==> src/rtl/traffic_state_machine.sv <==
// Two-road traffic-light controller: free-running timed FSM cycling main/cross green, yellow, all-red.
// Latency: lamp outputs are registered and change on the clock edge that enters a new state.
// No backpressure: free-running with no handshakes; async reset forces all-red at once.
module traffic_state_machine #(
  parameter int MAIN_GREEN_T  = 20,
  parameter int CROSS_GREEN_T = 10,
  parameter int YELLOW_T      = 3,
  parameter int ALL_RED_T     = 2
) (
  input  logic       iClk,
  input  logic       iRstN,
  output logic [2:0] main_st,
  output logic [2:0] cross_st
);

  // One-hot lamp encodings shared by both roads.
  localparam logic [2:0] LAMP_G = 3'b001;
  localparam logic [2:0] LAMP_Y = 3'b010;
  localparam logic [2:0] LAMP_R = 3'b100;

  // Counter reload values: a state of duration D counts D-1 down to 0.
  localparam logic [7:0] MG_LD = 8'(MAIN_GREEN_T - 1);
  localparam logic [7:0] CG_LD = 8'(CROSS_GREEN_T - 1);
  localparam logic [7:0] Y_LD  = 8'(YELLOW_T - 1);
  localparam logic [7:0] AR_LD = 8'(ALL_RED_T - 1);

  typedef enum logic [2:0] {
    MAIN_GREEN   = 3'd0,
    MAIN_YELLOW  = 3'd1,
    ALL_RED_A    = 3'd2,
    CROSS_GREEN  = 3'd3,
    CROSS_YELLOW = 3'd4,
    ALL_RED_B    = 3'd5
  } state_t;

  state_t     state;
  state_t     state_nxt;
  logic [7:0] cnt;
  logic [7:0] cnt_nxt;

  // Successor in the fixed cycle; any stray encoding recovers through ALL_RED_B.
  function automatic state_t succ(input state_t s);
    state_t r;
    case (s)
      MAIN_GREEN:   r = MAIN_YELLOW;
      MAIN_YELLOW:  r = ALL_RED_A;
      ALL_RED_A:    r = CROSS_GREEN;
      CROSS_GREEN:  r = CROSS_YELLOW;
      CROSS_YELLOW: r = ALL_RED_B;
      ALL_RED_B:    r = MAIN_GREEN;
      default:      r = ALL_RED_B;
    endcase
    return r;
  endfunction

  // Counter value loaded on entry to a state.
  function automatic logic [7:0] dwell_ld(input state_t s);
    logic [7:0] r;
    case (s)
      MAIN_GREEN:   r = MG_LD;
      MAIN_YELLOW:  r = Y_LD;
      CROSS_GREEN:  r = CG_LD;
      CROSS_YELLOW: r = Y_LD;
      default:      r = AR_LD;
    endcase
    return r;
  endfunction

  // Lamp decode {main, cross}; anything not explicitly a go/caution state shows all-red.
  function automatic logic [5:0] lamps(input state_t s);
    logic [5:0] r;
    case (s)
      MAIN_GREEN:   r = {LAMP_G, LAMP_R};
      MAIN_YELLOW:  r = {LAMP_Y, LAMP_R};
      CROSS_GREEN:  r = {LAMP_R, LAMP_G};
      CROSS_YELLOW: r = {LAMP_R, LAMP_Y};
      default:      r = {LAMP_R, LAMP_R};
    endcase
    return r;
  endfunction

  // Next-state/counter: advance and reload when the dwell expires, else count down.
  always_comb begin
    state_nxt = state;
    cnt_nxt   = cnt;
    case (state)
      MAIN_GREEN, MAIN_YELLOW, ALL_RED_A,
      CROSS_GREEN, CROSS_YELLOW, ALL_RED_B: begin
        if (cnt == 8'd0) begin
          state_nxt = succ(state);
          cnt_nxt   = dwell_ld(succ(state));
        end else begin
          cnt_nxt = cnt - 8'd1;
        end
      end
      default: begin
        state_nxt = ALL_RED_B;
        cnt_nxt   = AR_LD;
      end
    endcase
  end

  // State, counter and registered lamp outputs; reset aborts any phase straight to all-red.
  always_ff @(posedge iClk or negedge iRstN) begin
    if (!iRstN) begin
      state    <= ALL_RED_B;
      cnt      <= AR_LD;
      main_st  <= LAMP_R;
      cross_st <= LAMP_R;
    end else begin
      state               <= state_nxt;
      cnt                 <= cnt_nxt;
      {main_st, cross_st} <= lamps(state_nxt);
    end
  end

endmodule

==> config.mk <==
export PLATFORM = sky130hd
export DESIGN_NAME = traffic_state_machine
export DESIGN_NICKNAME = d
export VERILOG_FILES = /design/src/rtl/traffic_state_machine.sv
export SDC_FILE = /design/constraint.sdc
export NUM_CORES = 1
export LEC_CHECK = 0
export ABC_AREA = 1
export CAP_MARGIN = 30
export CORE_AREA = 2 2 59 61
export DETAILED_ROUTE_END_ITERATION = 10
export DIE_AREA = 0 0 61 63
export PLACE_DENSITY = 0.51
export SLEW_MARGIN = 10
export SYNTH_ARGS = -nofsm -noshare
export SYNTH_HDL_FRONTEND = slang
export SYNTH_SLANG_ARGS = --single-unit
==> constraint.sdc <==
create_clock -name iClk -period 1.45 [get_ports iClk]
set_input_delay 0.29 -clock iClk [delete_from_list [all_inputs] [get_ports iClk]]
set_output_delay 0.29 -clock iClk [all_outputs]
set_load 0.01 [all_outputs]
==> summary.txt <==
Outcome
  – Status: finished clean

Timing
  – Tmin final: 1380 ps
  – WHS: 306 ps
  – Post-route setup slack: roughly 66 ps
  – Layout Skew: between 2 and 2.5 ps
  – Final clock period utilization by the worst path: 0.955
  – Total negative slack: 0 ps
  – Final Max Slew Viols: 0
  – Relative slew slack: 0.804
  – Endpoints failing setup: 0
  – Least-Margin Pin Slew: around 300 ps
  – Max Freq: 0.722 GHz
  – Final hold vios: 0

Worst setup path
  – Combined buffer and inverter count along the critical path: 2
  – R2R setup slack: 70 ps
  – Crit path max-delay cell type: dfstp_2
  – FF-to-FF End: cross_st[2]
  – Crit path kind: flip-flop to flip-flop
  – Crit-path cells: inv_1, ha_4, inv_2, nor2_4, nand2_4, nand2_2, nand2_2, nand3_1, nand3_2
  – Worst Path Max Fanout: 4
  – CP peak stage delay: around 530 ps
  – WP data arrival: ~1600 ps
  – R2r worst-path depth: 9
  – Startpoint types: flip-flop
  – Setup crit end kind: flip-flop
  – CP required: 1700 ps
  – R2R Path Start: cnt[0]
  – CP top delay family: flip-flops
  – Top cell by count, worst path: nand2_2

Global routing
  – Maximum number of pins on one net before global-route repair: 18
  – GRT Total Usage: 0.112
  – Met2 GRT Util: 0.156
  – Initial antenna violation count: 0
  – Grt total ovfl: 0
  – Vias in the first global route: 700
  – Met3 global-route usage: 0.0435
  – Met1 usage: 0.159
  – First-pass GRT wire length: 3.19 mm
  – GR peak layer: met1

Clock tree
  – Max clock buf depth: 2
  – CTS tree: built
  – CTS Sinks: 17
  – Hold buffers post-CTS: 0
  – Clock Latency Late Sink: 300 ps
  – CTS root buf: clkbuf_4
  – CTS H-tree depth: 1
  – TritonCTS Buffers: 3
  – Clk slew on worst S/H paths: around 110 ps

Logic synthesis
  – Main combinational cell family by area after synthesis: simple AND/OR/NAND/NOR gates
  – Compound-cell area share of the yosys netlist: 0.0610
  – Post-Synthesis Net Count: 111
  – XOR/XNOR Fraction of Synth Area: 0.0474
  – Syn Std Cell Area: 923 µm²
  – Synthesis Warnings: 0
  – Synth unique cells: 23
  – Sequential fraction of the synthesis area: 0.467
  – Mux cell area share after synthesis: 0
  – Adder-Cell Fraction of Synth Area: 0.0271
  – Syn Area/Cell: roughly 8.6 µm²
  – Flop and latch count out of synthesis: 17
  – Synthesized instance count: around 110
  – Post-Synth Simple-Gate Area: 0.336

Die
  – Die area: 3840 µm²
  – Core area: around 3200 µm²
  – Die width: 61 µm
  – I/O pin count: 8
  – Die Y-Extent: 63 µm
  – Row count: 21
  – Starting Density: 0.286

Detailed routing
  – Final WL: 1.96 mm
  – ANT nets after route: 0
  – Routed wire per std cell: 11.5 µm
  – Vias: 742
  – Via density: 4.36
  – Drt initial violations: 17
  – First-pass DRT Iterations: 4
  – Drt drc: 0

Power and ir drop
  – Pleak: 0.000560 µW
  – Maximum vdd drop: 0.425 mV
  – Design Power: 762 µW
  – Power Density: between 600 and 700 nW/µm²

Final layout
  – Area Growth Syn to Fin: 28.6%
  – Nets@finish: between 100 and 150
  – Share of cells above drive strength 1: 0.379
  – Filler cell count: 323
  – Fin cells: 170
  – Antenna diodes: 0

Placed design
  – Dpl hpwl: roughly 1.4 mm
  – Cells after DPL: 164
  – Pre-CTS WS: about 37 ps
  – Input/output buffers: 7
  – Gp weighted congestion: 0.839

Flow run
  – Max_cap viols: 0

Min path
  – Worst min path class: input port to asynchronous set/reset pin
==> final cells by class <==
cell class | count | area [µm²] | area share
clock buffer | 3 | 22.5 | 0.0190
clock inverter | 1 | 7.51 | 0.00632
inverter | 15 | 56.3 | 0.0474
multi-input combinational | 75 | 502 | 0.423
sequential | 17 | 434 | 0.366
tap | 46 | 57.6 | 0.0485
timing repair buffer | 13 | 108 | 0.0906
==> routing by layer <==
layer | vias to the layer above | part of all wire
met1 | 352 | 0.47
met4 | 0 | 0.011
li1 | 373 | -
met5 | - | 0
met2 | 15 | 0.47
met3 | 2 | 0.048
==> cells in the mapped netlist <==
cell | count | share of area
nand2_1 | 23 | 0.093
inv_1 | 14 | 0.057
dfrtp_1 | 12 | 0.33
nor2_1 | 11 | 0.045
nand3_1 | 7 | 0.038
nand2_2 | 6 | 0.041
dfstp_2 | 5 | 0.14
xor2_1 | 4 | 0.038
nand3_2 | 3 | 0.033
nor3_1 | 3 | 0.016
ha_1 | 2 | 0.027
nand2_4 | 2 | 0.024
nor2_2 | 2 | 0.014
nor2_4 | 2 | 0.024
o21ai_2 | 2 | 0.019
o22ai_1 | 2 | 0.014
a21boi_0 | 1 | 0.0081
a22oi_1 | 1 | 0.0081
a31oi_1 | 1 | 0.0068
inv_2 | 1 | 0.0041
nor3b_1 | 1 | 0.0081
o21ai_1 | 1 | 0.0054
xnor2_1 | 1 | 0.0095
==> registers in the layout (all words and copies together), names as in the netlist <==
signal / cells
cnt: 8
cross_st: 3
main_st: 3
state: 3
==> through the flow <==
stage,util,instance area [µm²]
2_1_floorplan,-,923
3_3_place_gp,0.334,1080
3_5_place_dp,0.334,1080
4_1_cts,0.341,1100
5_1_grt,0.367,1190
6_report,0.367,1190
==> worst reg2reg max path, cell delays in order (launching register included) <==
cell	delay [ps]
dfstp_2	530
inv_1	70
ha_4	180
inv_2	90
nor2_4	60
nand2_4	90
nand2_2	50
nand2_2	100
nand3_1	100
nand3_2	70
==> placed cells by master, fill, tap and decap left out, drive strengths merged <==
master / n
nor3: 3
inv: 15
a21boi: 1
o22ai: 2
a22oi: 1
clkbuf: 3
ha: 2
nand2: 31
xor2: 4
dfstp: 5
clkinvlp: 1
a31oi: 1
buf: 6
nor2: 15
nor3b: 1
clkdlybuf4s50: 1
dfrtp: 12
xnor2: 1
nand3: 10
o21ai: 3
dlygate4sd2: 6
==> logic make-up (layout without fill, tap and decap cells) <==
family          after synthesis  after routing
buf+inv                      15             32
xor+xnor                      5              5
compound gates                8              8
flops                        17             17
fa+ha+maj                     2              2
simple gates                 60             60
==> what timing repair did <==
action / CTS / global route
pin swaps: 0 / 3
resized for setup: 6 / 17
setup endpoints to repair: 6 / 10
setup buffers: 0 / 2
==> how the worst max path moves through the flow <==
stage	start	to	slack [ps]	cells past startpoint
after floorplan	cnt[0]	cross_st[2]	120	8
after global placement	cnt[0]	cross_st[1]	40	7
after detailed placement	cnt[1]	main_st[0]	40	8
after CTS	cnt[1]	main_st[0]	8	8
after global routing	cnt[0]	cnt[4]	-20	6
final	cnt[0]	cross_st[2]	70	9
==> power breakdown <==
part / internal [µW] / total (µW) / switching, µW
sequential: 475 / 475 / 0
clock: 105 / 274 / 169
combinational: 4.14 / 13.3 / 9.15
total: 584 / 762 / 178
Note: power is estimated with default switching activity, not from simulation.
